### config.mk
export PLATFORM = sky130hd
export DESIGN_NAME = operand_fetch_stage
export DESIGN_NICKNAME = d
export VERILOG_FILES = /design/src/rtl/operand_fetch_stage.sv
export SDC_FILE = /design/constraint.sdc
export NUM_CORES = 1
export LEC_CHECK = 0
export ABC_AREA = 1
export CORE_MARGIN = 10
export CORE_UTILIZATION = 44
export DETAILED_ROUTE_END_ITERATION = 12
export HOLD_SLACK_MARGIN = 0.12
export PLACE_DENSITY = 0.81
export SLEW_MARGIN = 15
export SYNTH_ARGS = -nofsm -noshare
export SYNTH_HDL_FRONTEND = slang
export SYNTH_SLANG_ARGS = --single-unit
### constraint.sdc
create_clock -name clk -period 2 [get_ports clk]
set_input_delay 0.3 -clock clk [delete_from_list [all_inputs] [get_ports clk]]
set_output_delay 0.3 -clock clk [all_outputs]
set_load 0.05 [all_outputs]
### src/rtl/operand_fetch_stage.sv
// ID-to-EX operand fetch stage for the 16-bit pipeline.
// Drives the register file read ports and resolves each source operand by
// forwarding from EX (non-load results) and WB. A load-use hazard becomes a
// one-cycle bubble. The resolved operands and the control bundle are held in
// the ID/EX latch, which uses a valid/ready handshake.
module operand_fetch_stage #(
    parameter int CTRL_W = 8,
    parameter int CNT_W  = 16
) (
    input  logic              clk,
    input  logic              reset,
    // decoder side
    input  logic              in_valid,
    output logic              in_ready,
    input  logic [4:0]        in_rs1,
    input  logic [4:0]        in_rs2,
    input  logic [4:0]        in_rd,
    input  logic              in_use_rs1,
    input  logic              in_use_rs2,
    input  logic [CTRL_W-1:0] in_ctrl,
    // register file read ports
    output logic [4:0]        rR1_addr,
    output logic [4:0]        rR2_addr,
    output logic              rR1_en,
    output logic              rR2_en,
    input  logic [15:0]       R1_data,
    input  logic [15:0]       R2_data,
    // forwarding sources
    input  logic              ex_wr_en,
    input  logic              ex_is_load,
    input  logic [4:0]        ex_wr_addr,
    input  logic [15:0]       ex_result,
    input  logic              wb_wr_en,
    input  logic [4:0]        wb_wr_addr,
    input  logic [15:0]       wb_data,
    // pipeline kill
    input  logic              flush,
    // EX side
    output logic              out_valid,
    input  logic              out_ready,
    output logic [15:0]       op_a,
    output logic [15:0]       op_b,
    output logic [4:0]        out_rd,
    output logic [CTRL_W-1:0] out_ctrl,
    output logic [CNT_W-1:0]  stall_count
);

    logic              w_hazard;
    logic              w_load;
    logic [15:0]       w_op_a;
    logic [15:0]       w_op_b;

    logic              r_out_valid;
    logic [15:0]       r_op_a;
    logic [15:0]       r_op_b;
    logic [4:0]        r_out_rd;
    logic [CTRL_W-1:0] r_out_ctrl;
    logic [CNT_W-1:0]  r_stall_count;

    // The register file is read directly with the decoded source fields.
    assign rR1_addr = in_rs1;
    assign rR2_addr = in_rs2;
    assign rR1_en   = in_valid & in_use_rs1;
    assign rR2_en   = in_valid & in_use_rs2;

    // Resolve source 1: unused -> zero, then EX (non-load), then WB, then the file.
    always_comb begin
        // NOTE: assign a default first so that a path with no assignment cannot infer a latch.
        w_op_a = 16'h0000;
        if (!in_use_rs1)
            w_op_a = 16'h0000;
        else if (ex_wr_en && !ex_is_load && (ex_wr_addr == in_rs1))
            w_op_a = ex_result;
        else if (wb_wr_en && (wb_wr_addr == in_rs1))
            w_op_a = wb_data;
        else
            w_op_a = R1_data;
    end

    // Resolve source 2 with the same priority as source 1.
    always_comb begin
        w_op_b = 16'h0000;
        if (!in_use_rs2)
            w_op_b = 16'h0000;
        else if (ex_wr_en && !ex_is_load && (ex_wr_addr == in_rs2))
            w_op_b = ex_result;
        else if (wb_wr_en && (wb_wr_addr == in_rs2))
            w_op_b = wb_data;
        else
            w_op_b = R2_data;
    end

    // A load in EX has no data yet, so a consumer of its destination must wait one cycle.
    assign w_hazard = in_valid & ex_wr_en & ex_is_load &
                      ((in_use_rs1 & (ex_wr_addr == in_rs1)) |
                       (in_use_rs2 & (ex_wr_addr == in_rs2)));
    assign w_load   = ~r_out_valid | out_ready;
    // A flush consumes and discards the offered instruction, even during a hazard.
    assign in_ready = flush | (w_load & ~w_hazard);

    // ID/EX latch: flush kills, accept captures, hazard bubbles, otherwise drain or hold.
    always_ff @(posedge clk or negedge reset) begin
        if (!reset) begin
            r_out_valid   <= 1'b0;
            r_op_a        <= 16'h0000;
            r_op_b        <= 16'h0000;
            r_out_rd      <= 5'd0;
            r_out_ctrl    <= '0;
            r_stall_count <= '0;
        end else if (flush) begin
            // NOTE: non-blocking assignments let every register sample pre-edge values.
            r_out_valid <= 1'b0;
        end else if (w_load && in_valid && !w_hazard) begin
            r_out_valid <= 1'b1;
            r_op_a      <= w_op_a;
            r_op_b      <= w_op_b;
            r_out_rd    <= in_rd;
            r_out_ctrl  <= in_ctrl;
        end else if (w_load && w_hazard) begin
            r_out_valid <= 1'b0;
            if (r_stall_count != {CNT_W{1'b1}})
                r_stall_count <= r_stall_count + CNT_W'(1);
        end else if (w_load) begin
            r_out_valid <= 1'b0;
        end
        // EX stalled: every register holds its value. Held operands are not re-forwarded.
    end

    assign out_valid   = r_out_valid;
    assign op_a        = r_op_a;
    assign op_b        = r_op_b;
    assign out_rd      = r_out_rd;
    assign out_ctrl    = r_out_ctrl;
    assign stall_count = r_stall_count;

endmodule

After elaboration in Yosys (flattened, before gate mapping)
Cells that the tools add are included.
{"block": "classes", "add_sub_neg": 1, "eq_ne": 5, "mux": 10, "bitwise": 15, "n_reduce_logical": 13}
{"operator": "two-way mux 16 bit", "n": 6}
{"operator": "== test 5 bit", "n": 4}
{"operator": "adder 16 x 1 -> 16 bit (second input constant)", "n": 1}
{"operator": "!= test 16 bit (second input constant)", "n": 1}
{"operator": "bitwise AND 1 bit", "n": 8}
{"operator": "logical AND 1 bit", "n": 8}
{"operator": "two-way mux 1 bit", "n": 4}
{"operator": "NOT 1 bit", "n": 4}
{"operator": "AND reduction 4 bit", "n": 1}
{"operator": "nonzero test 4 bit", "n": 1}
{"operator": "bitwise OR 1 bit", "n": 3}
{"operator": "logical NOT 1 bit", "n": 2}
{"operator": "AND reduction 2 bit", "n": 1}
{"block": "word_totals", "regBits": 62, "inputBits": 107, "output_inout_bits": 75, "word_cells": 50}

Longest topological paths before layout
Gate-level depths: netlist (run 1).
{"block": "depth", "word_depth": 8, "mapped_depth": 13, "depth_no_buf": 12}

Worst setup path before layout (run 1)
No wires, ideal clock.
{"block": "synth_path", "path_kind": "register to register", "startpoint": "reg r_stall_count[0], in the netlist stall_count[0]", "endpoint": "reg r_stall_count[2], in the netlist stall_count[2]", "t_arrival_ns": 1.975, "required_time_ns": 1.934, "setup_slack_ns": -0.042, "path_stages_with_launch": 11, "n_path_buf": 1, "synth_period_minus_slack_ns": 2.042, "cell_sequence": "dfrtp_1 -> ha_1 -> nand3_2 -> nor2_4 -> nand3_2 -> o21ai_2 -> inv_1 -> nand4_4 -> buf_6 -> nand2_1 -> nand2_1"}
{"block": "synth_between", "elab_chain_len": 2}
{"element": "start: declaration", "line_no": "58", "source": "logic [CNT_W-1:0] r_stall_count;"}
{"element": "start signal: assignment", "line_no": "122", "source": "r_stall_count <= r_stall_count + CNT_W'(1);"}
{"element": "parallel branches: the longest is 2 deep, another holds adder 16 x 1 -> 16 bit"}
Parallel ways; which one is timed is not known.
A chain may end at the register's enable or synchronous reset.

Worst setup path after layout (run 1)
{"block": "layout_path", "startpoint": "reg r_stall_count[10], in the netlist stall_count[10]", "endpoint": "out stall_count[10]"}
{"element": "end: declaration", "line_no": "45", "source": "output logic [CNT_W-1:0] stall_count"}
No word-level cell between the ends.

==> flow_metrics.env, run 1 <==
export IMPL_synth_area_um2=4510
export IMPL_rsz0062_at_grt="false"
export IMPL_crit_path_max_fanout=5
export IMPL_antenna_found_initial=0
export IMPL_boundaryPins=182
export IMPL_nets=999
export IMPL_crit_chain="clkdlybuf4s50_1"
export IMPL_synth_seq_area_share_pct=34.4
export IMPL_viasPerCell=4.99
export IMPL_grt_pass1_wl_um=26200
export IMPL_worstPathArrival_ps=1650
export IMPL_place_gp_congestion=0.953
export IMPL_grt_max_degree=47
export IMPL_num_rows=36
export IMPL_avgSynthCellArea_um2=6.39
export IMPL_post_cts_buffers=0
export IMPL_worst_pin_slew_ps=672
export IMPL_cts_sinks=62
export IMPL_period_share_pct=97.5
export IMPL_avgRoutedWirePerCell_um=16.2
export IMPL_numCtsBuffers=9
export IMPL_die_h_um=121
export IMPL_sw_frac_of_total_pct=37.8
export IMPL_syn_nets=814
export IMPL_yosysWarnings=0
export IMPL_utilization_pct=71.1
export IMPL_max_slew_margin_pct=55.2
export IMPL_ys_ff_latch=62
export IMPL_pwr_share_clk_pct=28.1
export IMPL_cts_tree="built"
export IMPL_yosys_area_top_type="dfrtp_1"
export IMPL_crit_family="buffers and inverters"
export IMPL_synth_top_area_share_pct=34.4
export IMPL_crit_path_end_kind="output port"
export IMPL_core_area_um2=9860
export IMPL_synth_common_cells="nand2_1, dfrtp_1, nand3_1"
export IMPL_finalHoldViolCount=0
export IMPL_yosysMostFrequentCell="nand2_1"
export IMPL_initial_core_util_pct=45.7
export IMPL_post_synth_num_cell_types=31
export IMPL_max_freq_mhz=513
export IMPL_synthArstFlopShare_pct=100
export IMPL_area_delta_synth_final_pct=55.6
export IMPL_min_period_ps=1950
export IMPL_synthFlopType="dfrtp_1"
export IMPL_setup_viol=0
export IMPL_start_kind="flop"
export IMPL_final_setup_skew_ps=11.6
export IMPL_p_per_area_nw_per_um2=629
export IMPL_portBuffers=181
export IMPL_route_antenna_remaining_nets=0
export IMPL_first_iter_violations=440
export IMPL_post_dp_hpwl_um=13000
export IMPL_critical_path_class="flop to output port"
export IMPL_grt_pass1_vias=5079
export IMPL_dieArea_um2=14700
export IMPL_status="finished clean"
export IMPL_drtPass1Iterations=6
export IMPL_synth_edf_count=0
export IMPL_max_stage_delay_ps=860
export IMPL_die_x_um=121
export IMPL_p_switching_mw=1.67
export IMPL_grt_usage_pct=22.1
export IMPL_vias=5133
export IMPL_cts_max_level=3
export IMPL_drive_gt1_share_pct=12.9
export IMPL_hold_class="flop to flop"
export IMPL_root_buffer="clkbuf_8"
export IMPL_path_clk_slew_ps=80
export IMPL_required_ps=1700
export IMPL_p_comb_share_pct=38.4
export IMPL_p_int_mw=2.74
export IMPL_maxSlewViolCount=0
export IMPL_ys_top_cells_by_area="dfrtp_1, nand2_1, nand3_1, nor2_1, inv_1"
export IMPL_leakage_nw=3.76
export IMPL_path_buf_inv=1
export IMPL_postSynthCellCount=706
export IMPL_clk_latency_ps=340
export IMPL_cpMaxStageDelayCell="clkdlybuf4s50_1"
export IMPL_grt_overflow_total=0
export IMPL_clockBufferDepth=2
export IMPL_antenna_cells=0
export IMPL_ir_drop_uv=465
export IMPL_drc=0
export IMPL_wirelength_um=16700
export IMPL_maxCapViolations=0
export IMPL_setup_tns_final_ps=0
export IMPL_seqPwrFrac_pct=33.5
[flip-flops by register name, summed over array words and instances (netlist names)]
name and cells:
out_ctrl 8, op_b 16, op_a 16, out_rd 5, stall_count 16, out_valid 1
[worst register-to-register path: stages, from the launching register on]
cell and delay (ps):
dfrtp_2 420, ha_1 250, nand3_2 150, nor2_4 170, nand3_2 90, o21ai_2 180
inv_1 100, nand4_4 210, nand2_1 90, nand2_1 90
[final cells by class]
class | count | area [um^2]
repair buffers | 214 | 2350
flip-flops and latches | 62 | 1550
clock inverters | 7 | 97.6
well taps | 133 | 166
fillers | 814 | 2850
inverters | 55 | 206
multi-input cells | 549 | 2520
clock buffers | 9 | 124
[routing by layer]
| layer | vias up | share of wire (%) | track usage, % |
|---|---|---|---|
| li1 | 2533 | - | - |
| met1 | 2361 | 39 | 25.4 |
| met2 | 207 | 51 | 38.8 |
| met3 | 32 | 7.3 | 5.96 |
| met4 | 0 | 2.6 | 7.08 |
| met5 | - | 0 | 0 |
[cell usage in the layout (no fill, tap or decap), types with 3 or more instances in the layout]
| cell | synthesis | final |
|---|---|---|
| nor2_1 | 57 | 55 |
| dfrtp_1 | 62 | 60 |
| nand2_2 | 1 | 4 |
| xnor2_1 | 7 | 5 |
| nor2_4 | 4 | 4 |
| o21ai_0 | 3 | 3 |
| nand3_1 | 61 | 61 |
| nand4_1 | 19 | 19 |
| dlymetal6s2s_1 | 0 | 12 |
| buf_4 | 12 | 23 |
| clkdlybuf4s50_1 | 0 | 144 |
| nand2_1 | 341 | 338 |
| xor2_1 | 10 | 10 |
| inv_1 | 53 | 53 |
| nor2_2 | 25 | 27 |
| nor3_1 | 5 | 5 |
| dlygate4sd2_1 | 0 | 8 |
| clkbuf_8 | 0 | 9 |
| buf_12 | 0 | 25 |
[final timing paths]
kind,slack (ps),end,startpoint,cells after the start
setup / recovery,50,stall_count[10],stall_count[10]$_DFFE_PN0P_,1
hold / removal,480,op_b[4]$_DFFE_PN0P_,op_b[4]$_DFFE_PN0P_,2
setup reg to reg,160,stall_count[13]$_DFFE_PN0P_,stall_count[0]$_DFFE_PN0P_,9
hold reg to reg,480,op_b[4]$_DFFE_PN0P_,op_b[4]$_DFFE_PN0P_,2
max in group asynchronous,830,op_a[15]$_DFFE_PN0P_,reset,3
min in group asynchronous,540,out_ctrl[4]$_DFFE_PN0P_,reset,2
[metrics by stage]
| step | area [um^2] | instances | setup WS (ps) | hold slack, ps | total power [mW] |
|---|---|---|---|---|---|
| after global placement | 6740 | 1012 | -82.0 | 351 | 3.17 |
| after detailed placement | 6740 | 1012 | -147 | 370 | 3.20 |
| after floorplan | 4510 | 706 | 133 | 4.41 | 2.42 |
| after global routing | 7020 | 1029 | 0.0125 | 485 | 4.62 |
| final | 7020 | 1029 | 51.0 | 479 | 4.41 |
| after CTS | 6970 | 1029 | 1.59 | 468 | 4.44 |
[power by group through the flow]
| stage | combinational [mW] | clock (mW) | sequential (mW) |
|---|---|---|---|
| 2_1_floorplan | 0.472 | 0 | 1.95 |
| 3_3_place_gp | 1.67 | 0 | 1.49 |
| 3_5_place_dp | 1.70 | 0 | 1.50 |
| 4_1_cts | 1.70 | 1.26 | 1.48 |
| 5_1_grt | 1.80 | 1.33 | 1.49 |
| 6_report | 1.70 | 1.24 | 1.48 |
[repair_timing]
action	4_1_cts	5_1_grt
hold buffers	1	0
pin swaps	1	3
endpoints found under the setup margin	2	6
resized for setup	12	15
endpoints found under the hold margin	27	0
[cell families after synthesis]
logic type | synth area share (%)
simple gates | 50.7
buf+inv | 10.4
flops | 34.4
xor+xnor | 3.30
compound gates | 0.971
fa+ha+maj | 0.277
Power figures use the tool's default switching activity.
==> run 2, diff against run 1 <==
--- a/config.mk
+++ b/config.mk
@@ -6,7 +6,6 @@
 export NUM_CORES = 1
 export LEC_CHECK = 0
 export ABC_AREA = 1
-export CORE_MARGIN = 10
 export CORE_UTILIZATION = 44
 export DETAILED_ROUTE_END_ITERATION = 12
 export HOLD_SLACK_MARGIN = 0.12
==> flow_metrics.env, run 2 (synthesized netlist as in run 1, its figures left out) <==
export IMPL_status="finished clean"
export IMPL_boundaryPins=182
export IMPL_start_kind="flop"
export IMPL_dieArea_um2=10700
export IMPL_numCtsBuffers=9
export IMPL_path_buf_inv=1
export IMPL_final_common_cell="nand2_1"
export IMPL_clockBufferDepth=2
export IMPL_grt_util_met3_pct=5.65
export IMPL_crit_path_end_kind="output port"
export IMPL_p_int_mw=2.75
export IMPL_antenna_found_initial=0
export IMPL_place_gp_congestion=0.900
export IMPL_die_h_um=103
export IMPL_crit_path_max_fanout=6
export IMPL_drc=0
export IMPL_p_comb_share_pct=38.5
export IMPL_die_x_um=103
export IMPL_grt_pass1_wl_um=22500
export IMPL_seqPwrFrac_pct=33.5
export IMPL_crit_family="buffers and inverters"
export IMPL_grt_usage_pct=27.5
export IMPL_drtPass1Iterations=5
export IMPL_clk_latency_ps=340
export IMPL_route_antenna_remaining_nets=0
export IMPL_finalHoldViolCount=0
export IMPL_leakage_nw=3.74
export IMPL_rsz0062_at_grt="false"
export IMPL_root_buffer="clkbuf_8"
export IMPL_drive_gt1_share_pct=13.0
export IMPL_min_period_ps=1960
export IMPL_stdcell_area_um2=7040
export IMPL_antenna_cells=0
export IMPL_period_share_pct=97.8
export IMPL_layout_setup_ws_ps=44.7
export IMPL_cpMaxStageDelayCell="clkdlybuf4s50_1"
export IMPL_grt_pass1_vias=4821
export IMPL_num_rows=36
export IMPL_first_iter_violations=229
export IMPL_wirelength_um=14300
export IMPL_place_ws_ps=-173
export IMPL_critical_path_class="flop to output port"
export IMPL_use_met2_pct=46.3
export IMPL_ir_drop_uv=437
export IMPL_met1_usage_pct=34.6
export IMPL_grt_max_degree=47
export IMPL_final_cell_mix="nand2_1, clkdlybuf4s50_1, nand3_1"
export IMPL_worst_pin_slew_ps=681
export IMPL_pwr_share_clk_pct=28.0
export IMPL_max_freq_mhz=511
export IMPL_whs_ps=482
export IMPL_nets=1003
export IMPL_setup_viol=0
export IMPL_cts_tree="built"
export IMPL_crit_chain="clkdlybuf4s50_1"
export IMPL_grt_busiest_layer="met2"
export IMPL_post_dp_hpwl_um=11100
export IMPL_portBuffers=181
export IMPL_p_per_area_nw_per_um2=624
export IMPL_maxSlewViolCount=0
export IMPL_maxCapViolations=0
export IMPL_vias=5114
export IMPL_p_switching_mw=1.64
export IMPL_setup_tns_final_ps=0
export IMPL_viasPerCell=4.95
export IMPL_grt_overflow_total=0
export IMPL_cts_sinks=62
export IMPL_worstPathArrival_ps=1660
export IMPL_required_ps=1700
export IMPL_area_delta_synth_final_pct=56.2
export IMPL_initial_core_util_pct=45.7
export IMPL_path_clk_slew_ps=70
export IMPL_sw_frac_of_total_pct=37.3
export IMPL_avgRoutedWirePerCell_um=13.9
export IMPL_max_stage_delay_ps=850
export IMPL_hold_class="flop to flop"
export IMPL_max_slew_margin_pct=54.6
export IMPL_core_area_um2=9860
export IMPL_place_area_um2=6770
export IMPL_final_setup_skew_ps=4.78
export IMPL_cts_max_level=3
-- run 2: final timing paths --
check / from / end / slack (ps) / cells past startpoint
min in group asynchronous: reset / out_ctrl[4]$_DFFE_PN0P_ / 550 / 2
min reg2reg: out_rd[0]$_DFFE_PN0P_ / out_rd[0]$_DFFE_PN0P_ / 480 / 2
min: out_rd[0]$_DFFE_PN0P_ / out_rd[0]$_DFFE_PN0P_ / 480 / 2
max in group asynchronous: reset / op_a[8]$_DFFE_PN0P_ / 820 / 3
max reg2reg: stall_count[0]$_DFFE_PN0P_ / stall_count[14]$_DFFE_PN0P_ / 200 / 9
max: stall_count[8]$_DFFE_PN0P_ / stall_count[8] / 40 / 1
-- run 2: layout make-up --
class | count | area [um^2]
clock buffers | 9 | 124
flip-flops and latches | 62 | 1550
fillers | 814 | 2820
clock inverters | 7 | 97.6
multi-input cells | 549 | 2520
well taps | 133 | 166
repair buffers | 218 | 2380
inverters | 55 | 206
-- run 2: power by group through the flow --
stage | sequential, mW | combinational (mW) | clock [mW]
5_1_grt | 1.49 | 1.80 | 1.31
3_3_place_gp | 1.49 | 1.68 | 0
6_report | 1.47 | 1.69 | 1.23
4_1_cts | 1.47 | 1.70 | 1.25
3_5_place_dp | 1.49 | 1.69 | 0
2_1_floorplan | 1.95 | 0.472 | 0
-- run 2: repair_timing --
action,4_1_cts,5_1_grt
hold buffers,1,0
resized for setup,14,12
hold endpoints to repair,27,0
endpoints found under the setup margin,1,5
gates cloned,0,0
buffers inserted,0,0
pin swaps,3,1
-- run 2: through the flow --
| step | utilization [%] | power [mW] | instances |
|---|---|---|---|
| finish | 71.4 | 4.39 | 1033 |
| global route | 71.4 | 4.60 | 1033 |
| CTS | 71.0 | 4.42 | 1033 |
| detailed placement | 68.7 | 3.19 | 1016 |
| global placement | 68.7 | 3.17 | 1016 |
| floorplan | - | 2.42 | 706 |
-- run 2: metal layers --
| metal | share of wire [%] | wire, um |
|---|---|---|
| met1 | 42 | 6040 |
| met5 | 0 | 0 |
| met4 | 3.2 | 462 |
| met2 | 48 | 6870 |
| met3 | 6.8 | 975 |
